<file path="config.mk">
export PLATFORM = sky130hd
export DESIGN_NAME = pool_sched
export DESIGN_NICKNAME = d
export VERILOG_FILES = /design/src/rtl/pool_pkg.sv /design/src/rtl/rr_arbiter.sv /design/src/rtl/pool_sched.sv
export SDC_FILE = /design/constraint.sdc
export NUM_CORES = 1
export LEC_CHECK = 0
export CAP_MARGIN = 20
export CORE_ASPECT_RATIO = 1.2
export CORE_MARGIN = 2
export CORE_UTILIZATION = 45
export CTS_BUF_LIST = sky130_fd_sc_hd__clkbuf_4
export DETAILED_ROUTE_END_ITERATION = 16
export PLACE_DENSITY = 0.67
export SLEW_MARGIN = 15
export SYNTH_ARGS = -nofsm -noshare
export SYNTH_HDL_FRONTEND = slang
export SYNTH_HIERARCHICAL = 1
export SYNTH_SLANG_ARGS = --single-unit
</file>
<file path="constraint.sdc">
create_clock -name clk -period 4.1 [get_ports clk]
set_clock_uncertainty 0.1 [all_clocks]
set_input_delay 0.82 -clock clk [delete_from_list [all_inputs] [get_ports clk]]
set_output_delay 0.82 -clock clk [all_outputs]
set_load 0.02 [all_outputs]
</file>
<file path="src/rtl/pool_pkg.sv">
// Shared definitions for the pooling-engine scheduler: FSM encoding and sizing helpers.
package pool_pkg;

    localparam logic [2:0] ST_IDLE  = 3'd0;
    localparam logic [2:0] ST_ARB   = 3'd1;
    localparam logic [2:0] ST_RUN   = 3'd2;
    localparam logic [2:0] ST_DRAIN = 3'd3;
    localparam logic [2:0] ST_DONE  = 3'd4;

    // Ceiling log2; clog2(1) is 0.
    function automatic int clog2(input int n);
        int r;
        r = 0;
        while ((1 << r) < n) r++;
        return r;
    endfunction

    // Number of pooled windows produced per channel.
    function automatic int pool_out_per_ch(input int ifm, input int k, input int s);
        int side;
        side = (ifm - k) / s + 1;
        return side * side;
    endfunction

endpackage

</file>
<file path="src/rtl/rr_arbiter.sv">
// Combinational round-robin arbiter: first active request at or after the pointer, wrapping.
module rr_arbiter
    import pool_pkg::*;
#(
    parameter int NUM_REQ = 4,
    parameter int IDX_W   = 2
) (
    input  logic [NUM_REQ-1:0] req,
    input  logic [IDX_W-1:0]   ptr,
    output logic [NUM_REQ-1:0] gnt,
    output logic [IDX_W-1:0]   gnt_idx
);

    // Scan upward from the pointer and keep the first hit.
    always_comb begin
        int   j;
        logic found;
        gnt     = '0;
        gnt_idx = '0;
        found   = 1'b0;
        j       = 0;
        for (int i = 0; i < NUM_REQ; i++) begin
            j = int'(ptr) + i;
            if (j >= NUM_REQ) j = j - NUM_REQ;
            if (!found && req[j]) begin
                found      = 1'b1;
                gnt[j]     = 1'b1;
                gnt_idx    = j[IDX_W-1:0];
            end
        end
    end

endmodule

</file>
<file path="src/rtl/pool_sched.sv">
// Scheduler sharing one pooling engine among NUM_REQ producers, one full frame per grant.
//
//   state    | meaning
//   ---------+--------------------------------------------------------------
//   IDLE     | engine free, waiting for any request
//   ARB      | one cycle, round-robin pick of the next owner
//   RUN      | accepting pixels from the owner, tracking row/col/channel
//   DRAIN    | intake closed, waiting DRAIN_CYC cycles for engine flush
//   DONE     | one cycle, frame_done, release grant and advance RR pointer
module pool_sched
    import pool_pkg::*;
#(
    parameter int NUM_REQ     = 4,
    parameter int IFM_SIZE    = 27,
    parameter int KERNEL_POOL = 5,
    parameter int STRIDE_POOL = 1,
    parameter int CI          = 3,
    parameter int DRAIN_CYC   = 7
) (
    input  logic                         clk,
    input  logic                         rst,
    input  logic [NUM_REQ-1:0]           req,
    output logic [NUM_REQ-1:0]           grant,
    output logic                         busy,
    input  logic                         pix_valid,
    output logic                         pix_ready,
    output logic                         set_ifm,
    output logic                         set_reg,
    output logic [clog2(IFM_SIZE)-1:0]   row_idx,
    output logic [clog2(IFM_SIZE)-1:0]   col_idx,
    output logic [clog2(CI):0]           ch_idx,
    output logic                         win_valid,
    output logic                         ch_done,
    output logic                         frame_done
);

    localparam int RW = clog2(IFM_SIZE);
    localparam int CW = clog2(CI) + 1;
    localparam int PW = clog2(STRIDE_POOL) + 1;
    localparam int DW = clog2(DRAIN_CYC) + 1;
    localparam int IW = (NUM_REQ > 1) ? clog2(NUM_REQ) : 1;

    localparam logic [RW-1:0] LAST_POS   = RW'(IFM_SIZE - 1);
    localparam logic [RW-1:0] KM1        = RW'(KERNEL_POOL - 1);
    localparam logic [CW-1:0] LAST_CH    = CW'(CI - 1);
    localparam logic [PW-1:0] PH_LAST    = PW'(STRIDE_POOL - 1);
    localparam logic [DW-1:0] DRAIN_LOAD = DW'(DRAIN_CYC - 1);
    localparam logic [IW-1:0] LAST_REQ   = IW'(NUM_REQ - 1);

    if (KERNEL_POOL > IFM_SIZE) begin : g_bad_kernel
        $error("pool_sched: KERNEL_POOL must not exceed IFM_SIZE");
    end
    if (STRIDE_POOL < 1) begin : g_bad_stride
        $error("pool_sched: STRIDE_POOL must be at least 1");
    end
    if (DRAIN_CYC < 1) begin : g_bad_drain
        $error("pool_sched: DRAIN_CYC must be at least 1");
    end

    logic [2:0]         state_q, state_d;
    logic [NUM_REQ-1:0] grant_q, grant_d;
    logic [IW-1:0]      gidx_q, gidx_d, rr_ptr_q, rr_ptr_d;
    logic [RW-1:0]      col_q, col_d, row_q, row_d;
    logic [CW-1:0]      ch_q, ch_d;
    logic [PW-1:0]      cph_q, cph_d, rph_q, rph_d;
    logic [DW-1:0]      drain_q, drain_d;
    logic               set_ifm_q, set_ifm_d, set_reg_q, set_reg_d;
    logic               win_q, win_d, ch_done_q, ch_done_d, frame_done_q, frame_done_d;
    logic [RW-1:0]      row_idx_q, row_idx_d, col_idx_q, col_idx_d;
    logic [CW-1:0]      ch_idx_q, ch_idx_d;
    logic [NUM_REQ-1:0] arb_gnt;
    logic [IW-1:0]      arb_idx;
    logic               accept, col_last, row_last, ch_last;
    logic [RW-1:0]      col_inc, row_inc;

    // Phase is (pos-K+1) mod S, restarted when pos reaches K-1; values below K-1 are ignored.
    function automatic logic [PW-1:0] next_phase(input logic [PW-1:0] ph, input logic [RW-1:0] pos);
        if (pos == KM1 || ph == PH_LAST) return '0;
        return ph + 1'b1;
    endfunction

    rr_arbiter #(
        .NUM_REQ (NUM_REQ),
        .IDX_W   (IW)
    ) u_arb (
        .req     (req),
        .ptr     (rr_ptr_q),
        .gnt     (arb_gnt),
        .gnt_idx (arb_idx)
    );

    // Next-state, position counters and registered strobes.
    always_comb begin
        accept    = (state_q == ST_RUN) && pix_valid;
        col_last  = (col_q == LAST_POS);
        row_last  = (row_q == LAST_POS);
        ch_last   = (ch_q == LAST_CH);
        col_inc   = col_q + 1'b1;
        row_inc   = row_q + 1'b1;

        state_d      = state_q;
        grant_d      = grant_q;
        gidx_d       = gidx_q;
        rr_ptr_d     = rr_ptr_q;
        col_d        = col_q;
        row_d        = row_q;
        ch_d         = ch_q;
        cph_d        = cph_q;
        rph_d        = rph_q;
        drain_d      = drain_q;
        row_idx_d    = row_idx_q;
        col_idx_d    = col_idx_q;
        ch_idx_d     = ch_idx_q;
        set_ifm_d    = 1'b0;
        set_reg_d    = set_ifm_q;
        win_d        = 1'b0;
        ch_done_d    = 1'b0;
        frame_done_d = 1'b0;

        case (state_q)
            ST_IDLE: begin
                if (|req) state_d = ST_ARB;
            end
            ST_ARB: begin
                if (|arb_gnt) begin
                    grant_d = arb_gnt;
                    gidx_d  = arb_idx;
                    state_d = ST_RUN;
                end else begin
                    state_d = ST_IDLE;
                end
            end
            ST_RUN: begin
                if (accept) begin
                    set_ifm_d = 1'b1;
                    row_idx_d = row_q;
                    col_idx_d = col_q;
                    ch_idx_d  = ch_q;
                    win_d     = (row_q >= KM1) && (col_q >= KM1) && (rph_q == '0) && (cph_q == '0);
                    ch_done_d = row_last && col_last;
                    if (col_last) begin
                        col_d = '0;
                        cph_d = '0;
                        if (row_last) begin
                            row_d = '0;
                            rph_d = '0;
                            ch_d  = ch_q + 1'b1;
                        end else begin
                            row_d = row_inc;
                            rph_d = next_phase(rph_q, row_inc);
                        end
                    end else begin
                        col_d = col_inc;
                        cph_d = next_phase(cph_q, col_inc);
                    end
                    if (row_last && col_last && ch_last) begin
                        state_d = ST_DRAIN;
                        drain_d = DRAIN_LOAD;
                    end
                end
            end
            ST_DRAIN: begin
                if (drain_q == '0) begin
                    state_d      = ST_DONE;
                    frame_done_d = 1'b1;
                    ch_idx_d     = '0;
                end else begin
                    drain_d = drain_q - 1'b1;
                end
            end
            ST_DONE: begin
                grant_d   = '0;
                rr_ptr_d  = (gidx_q == LAST_REQ) ? '0 : gidx_q + 1'b1;
                col_d     = '0;
                row_d     = '0;
                ch_d      = '0;
                cph_d     = '0;
                rph_d     = '0;
                row_idx_d = '0;
                col_idx_d = '0;
                ch_idx_d  = '0;
                state_d   = ST_IDLE;
            end
            default: state_d = ST_IDLE;
        endcase
    end

    // State and output registers with synchronous reset.
    always_ff @(posedge clk) begin
        if (rst) begin
            state_q      <= ST_IDLE;
            grant_q      <= '0;
            gidx_q       <= '0;
            rr_ptr_q     <= '0;
            col_q        <= '0;
            row_q        <= '0;
            ch_q         <= '0;
            cph_q        <= '0;
            rph_q        <= '0;
            drain_q      <= '0;
            row_idx_q    <= '0;
            col_idx_q    <= '0;
            ch_idx_q     <= '0;
            set_ifm_q    <= 1'b0;
            set_reg_q    <= 1'b0;
            win_q        <= 1'b0;
            ch_done_q    <= 1'b0;
            frame_done_q <= 1'b0;
        end else begin
            state_q      <= state_d;
            grant_q      <= grant_d;
            gidx_q       <= gidx_d;
            rr_ptr_q     <= rr_ptr_d;
            col_q        <= col_d;
            row_q        <= row_d;
            ch_q         <= ch_d;
            cph_q        <= cph_d;
            rph_q        <= rph_d;
            drain_q      <= drain_d;
            row_idx_q    <= row_idx_d;
            col_idx_q    <= col_idx_d;
            ch_idx_q     <= ch_idx_d;
            set_ifm_q    <= set_ifm_d;
            set_reg_q    <= set_reg_d;
            win_q        <= win_d;
            ch_done_q    <= ch_done_d;
            frame_done_q <= frame_done_d;
        end
    end

    assign grant      = grant_q;
    assign busy       = (state_q != ST_IDLE);
    assign pix_ready  = (state_q == ST_RUN);
    assign set_ifm    = set_ifm_q;
    assign set_reg    = set_reg_q;
    assign row_idx    = row_idx_q;
    assign col_idx    = col_idx_q;
    assign ch_idx     = ch_idx_q;
    assign win_valid  = win_q;
    assign ch_done    = ch_done_q;
    assign frame_done = frame_done_q;

endmodule
</file>
* Yosys cells after proc, flatten, opt, wreduce, memory -nomap -nowiden *
Cells that the tools add are included.

operators by class
  $add $sub $neg = 14
  magnitude comparators = 14
  equality and inequality tests = 18
  multiplexer cells = 88
  bitwise logic cells = 8
  reductions and logical operators = 38

operator list
  kind                     count
  $ge A32 B1 Y1 const B    4
  $lt A32 B4 Y1 const B    4
  $mux W32                 4
  $ge A32 B4 Y1 const B    3
  $sub A32 B4 Y32 const B  3
  $pmux W5 S2              4
  $mux W1                  35
  $mux W5                  7
  $mux W4                  8
  $mux W3                  9
  $pmux W4 S2              2
  $logic_and A1 B1 Y1      13
  $mux W2                  6
  $or A4 B4 Y4             3
  $pmux W3 S4              1
  $reduce_and A4 Y1        3
  $add A5 B1 Y5 const B    2
  $eq A5 B3 Y1 const B     2
  $eq A5 B5 Y1 const B     2
  $ge A5 B3 Y1 const B     2
  $eq A3 B2 Y1 const B     3
  $pmux W3 S3              1
  $bmux W1 S2              4
  $demux W1 S2             4
  other kinds (27)         51

word-level totals
  register bits after elaboration = 48
  input bits = 7
  output and inout bits = 24

* Longest topological paths before layout *
  depth after elaboration = 18
  depth in mapped cells = 11
  mapped depth without buffers = 9

* Cells and area by module *
Netlist, hierarchy kept.

by module, submodules not included
  module      times used  cells an instance  area an instance (um^2)
  pool_sched  1           247                2139.6
  rr_arbiter  1           68                 526.8

* Least setup slack after synthesis *
OpenSTA, ideal clock, no wires.

  path kind = reg2reg
  start = register rr_ptr_q[0]
  end = register gidx_q[0]
  data arrival time = 2.934 ns
  data required time = 3.872 ns
  slack = 0.938 ns
  stages on the path, launching flop included = 12
  path through = dfxtp_1 buf_6 buf_2 inv_1 ha_1 mux4_2 nand2_1 o21ai_0 a221o_2 o41ai_2 mux2i_1 nor2_1

on the way
  cells in the longest elaborated chain, start to end = 17

RTL lines
  item                                                      RTL line           RTL
  start, declared                                           pool_sched.sv:62   logic [IW-1:0] gidx_q, gidx_d, rr_ptr_q, rr_ptr_d;
  start signal, assigned                                    pool_sched.sv:213  rr_ptr_q <= rr_ptr_d;
  branches (longest 14 deep; another with $sub A32 B4 Y32)  n/a
  $mux W4 (*)                                               rr_arbiter.sv:25   if (!found && req[j]) begin
  named net arb_gnt[0]                                      pool_sched.sv:71   logic [NUM_REQ-1:0] arb_gnt;
  $reduce_or A4 Y1 (*)                                      pool_sched.sv:125  if (|arb_gnt) begin
  $reduce_and A2 Y1 (no source line) (*)                    n/a
  end signal, assigned                                      pool_sched.sv:212  gidx_q <= gidx_d;
  end, declared                                             pool_sched.sv:62

Mark *: on every way through the listed nets, which the timed path passes. The select of a mux whose other input is x is not followed.
A chain may end at the register's enable or synchronous reset.

* Final worst setup path *
  start = input req[0]
  end = register gidx_q[1]

on the way
  cells in the longest elaborated chain, start to end = 15

RTL lines
  item                                        RTL line           RTL
  start, declared                             pool_sched.sv:22   input logic [NUM_REQ-1:0] req,
  $bmux W1 S2                                 rr_arbiter.sv:25
  $mux W1 (not written as such) (2 in a row)  rr_arbiter.sv:25
  $mux W1                                     rr_arbiter.sv:25
  $logic_not A1 Y1                            rr_arbiter.sv:25
  $logic_and A1 B1 Y1                         rr_arbiter.sv:25
  $mux W1                                     rr_arbiter.sv:25
  $logic_not A1 Y1                            rr_arbiter.sv:25
  $logic_and A1 B1 Y1                         rr_arbiter.sv:25
  $mux W1                                     rr_arbiter.sv:25
  $logic_not A1 Y1                            rr_arbiter.sv:25
  $logic_and A1 B1 Y1                         rr_arbiter.sv:25
  $mux W4 (*)                                 rr_arbiter.sv:25
  named net arb_gnt[0]                        pool_sched.sv:71
  $reduce_or A4 Y1 (*)                        pool_sched.sv:125
  $reduce_and A2 Y1 (no source line) (*)      n/a

Mark *: on every way through the listed nets, which the timed path passes. The rest lies on a longest branch. The select of a mux whose other input is x is not followed.

==> qor.txt <==
Die Height: 88.3 um
Total power: 835 uW
Synth cell types: 58
IO Pins: 31
RSZ-0062 raised after global routing: no
Antenna Nets Post-Route: 0
Post-synth ARST share: 0
Worst path cell trace: clkdlybuf4s50_1 > mux4_2 > nand2_1 > o21ai_0 > a221o_2 > o41ai_2 > buf_4 > mux2i_1 > nor2_1
Post-CTS setup buffers: 0
Largest family of logic cells by synthesized area: simple AND/OR/NAND/NOR gates
CTS buffer count: 5
DRC viols: 0
Share of post-route cells with drive strength above 1: 0.0863
Vias in the first global route: 2,094
Die area: 6560 um^2
Aggregate global routing overflow: 0
VDD IR max: 110 uV
Post-Synthesis Cell Area: 2670 um^2
First-pass GRT wire length: 9620 um
Die width: 74.3 um
Clock sink total: 48
Clock power share: 0.253
Setup CP Type: input pin to flip-flop
Diode count: 0
Crit-path slowest cell: mux4_2
Yosys reg bits: 48
Port-buffer cells: 30
1st-iter DRT viols: 104
Fin Setup TNS: 0 ps
Internal: 603 uW
Gate count after technology mapping: 315
Setup crit start kind: input pin
Mux contribution to synthesized area: 0.0404
Gate power share: 0.156
Longest Clk Path Bufs: 2
Final period utilization: 0.775
Synth Area in Simple Gates: 0.252
Global Route Usage Sum: 0.184
Yosys warns: 6
Slew headroom: 0.540
Synth top area share: 0.360
P_leak: 1.08 nW
Crit-path max cell delay: 630 ps
Post-synthesis sequential area ratio: 0.360
Post-route minimum period: 3180 ps
Fin. Hold Viols: 0
Max Slew Vio Count: 0
Achievable frequency: 0.315 GHz
Post-Synth Adder-Cell Area: 0.0845
Syn Area/Cell: 8.46 um^2
GPL Wtd Cong: 0.795
Worst-path maximum fanout: 11
Fin nets: 361
Largest net degree at the start of global routing: 24
Flop pwr share: 0.591
Worst setup EP type: flip-flop
CP Data Arrival Time: 3330 ps
TritonCTS clock tree: built
P_sw: 232 uW
Clk root buf: clkbuf_4
Worst slew pin tran: 683 ps
Post-DP HPWL: 3940 um
Drt pass-1 iters: 4
Pwr dens: 274 nW/um^2
Area growth, synth to finish: 14.4%
Primary FF master, synth: dfxtp_1
Synth top area cells: dfxtp_1 (36%), ha_1 (8.4%), a21oi_1 (6.4%)
Crit path required time: 4250 ps
Worst-Skew Late Latency: 360 ps
Post-synth EDFFs: 0
Complex-gate fraction of the synthesized area: 0.198
Setup violations, final: 0
Post-DR wirelength/cell: 13.1 um
Post-Route WL: 5470 um
CTS clk-pin slew, worst paths: 130 ps
Initial core utilization: 0.467
Vias per cell: 5.40
Max-capacitance violation count: 0
Worst Hold Class: flip-flop to flip-flop
Run status: complete, no violations
Synth area leader: dfxtp_1
Vias: 2,245
Initial antenna violation count: 0
CTS H-tree depth: 2
Total core area: 5710 um^2
CTS resizes: 0
Cell row count: 30
Synth Area in XOR/XNOR: 0.00328
Sw frac: 0.278
Hold buffers post-CTS: 0
Final core occ: 0.534
Synthesized Nets: 340
[power groups by stage]
stage	logic, mW	clock network [mW]	registers [mW]
floorplan	0.0992	0	0.498
global placement	0.129	0	0.503
detailed placement	0.131	0	0.504
CTS	0.131	0.227	0.493
global route	0.146	0.238	0.496
finish	0.130	0.211	0.493
[metrics by stage]
| stage | instances | worst slack, ps | area (um^2) | hold slack, ps |
|---|---|---|---|---|
| 4_1_cts | 416 | 956 | 3050 | 376 |
| 6_report | 416 | 924 | 3050 | 367 |
| 3_5_place_dp | 409 | 566 | 3000 | 356 |
| 2_1_floorplan | 315 | 938 | 2670 | 351 |
| 3_3_place_gp | 409 | 640 | 3000 | 349 |
| 5_1_grt | 416 | 739 | 3050 | 403 |
[placed cells by master, fill, tap and decap left out, drive strengths merged, types with 3 or more instances in the layout]
master / count
a211oi: 3
a21oi: 34
a221o: 4
a31oi: 5
and3b: 3
buf: 5
clkbuf: 6
clkdlybuf4s50: 30
dfxtp: 48
ha: 18
inv: 14
mux2i: 4
mux4: 3
nand2: 34
nand2b: 3
nand3: 20
nand4: 3
nor2: 20
nor3: 6
nor3b: 5
nor4: 3
o21a: 3
o21ai: 20
or3: 6
or4: 3
[path summary, 6_finish.rpt]
check,slack [ps],cells after the start,end,from
worst max-delay path,920,9,gidx_q[1]$_SDFFE_PP0P_,req[0]
worst min-delay path,370,2,col_idx[0]$_SDFFE_PP0P_,col_idx[0]$_SDFFE_PP0P_
worst max register to register,1170,11,gidx_q[1]$_SDFFE_PP0P_,rr_ptr_q[1]$_SDFFE_PP0P_
worst min register to register,370,2,col_idx[0]$_SDFFE_PP0P_,col_idx[0]$_SDFFE_PP0P_
[final cells by class]
type,instances,area [um^2]
Clock buffer,6,45.0
Clock inverter,1,5.00
Fill cell,592,2660
Inverter,15,61.3
Multi-Input combinational cell,231,1540
Sequential cell,48,961
Tap cell,80,100
Timing Repair Buffer,35,338
[synth_stat cells, drive strengths merged, types with 3 or more instances]
cell	number
dfxtp	48
a21oi	34
nand2	34
nand3	20
nor2	20
o21ai	20
ha	18
inv	14
clkbuf	11
buf	10
nor3	6
or3	6
a31oi	5
nor3b	5
a221o	4
mux2i	4
a211oi	3
and3b	3
mux4	3
nand2b	3
nand4	3
nor4	3
o21a	3
or4	3
[critical path, delay by kind of cell]
kind,cells,cell delay [ps]
buf+inv,2,800
simple gates,2,160
mux,2,820
compound gates,3,740
[logic make-up (layout without fill, tap and decap cells)]
logic type / after synthesis / after routing
muxes: 7 / 7
adders and majority gates: 18 / 18
and+or+nand+nor: 121 / 121
buffers and inverters: 36 / 57
AOI/OAI and AO/OA: 84 / 84
xor gates and xnor gates: 1 / 1
DFF: 48 / 48
[routing by layer]
layer / track usage / routed length [um] / up-vias
met4: 0.0601 / 84 / 0
li1: - / - / 1173
met3: 0.0285 / 106 / 7
met5: 0 / 0 / -
met1: 0.252 / 2730 / 1043
met2: 0.295 / 2550 / 22
Note: power is estimated with default switching activity, not from simulation.
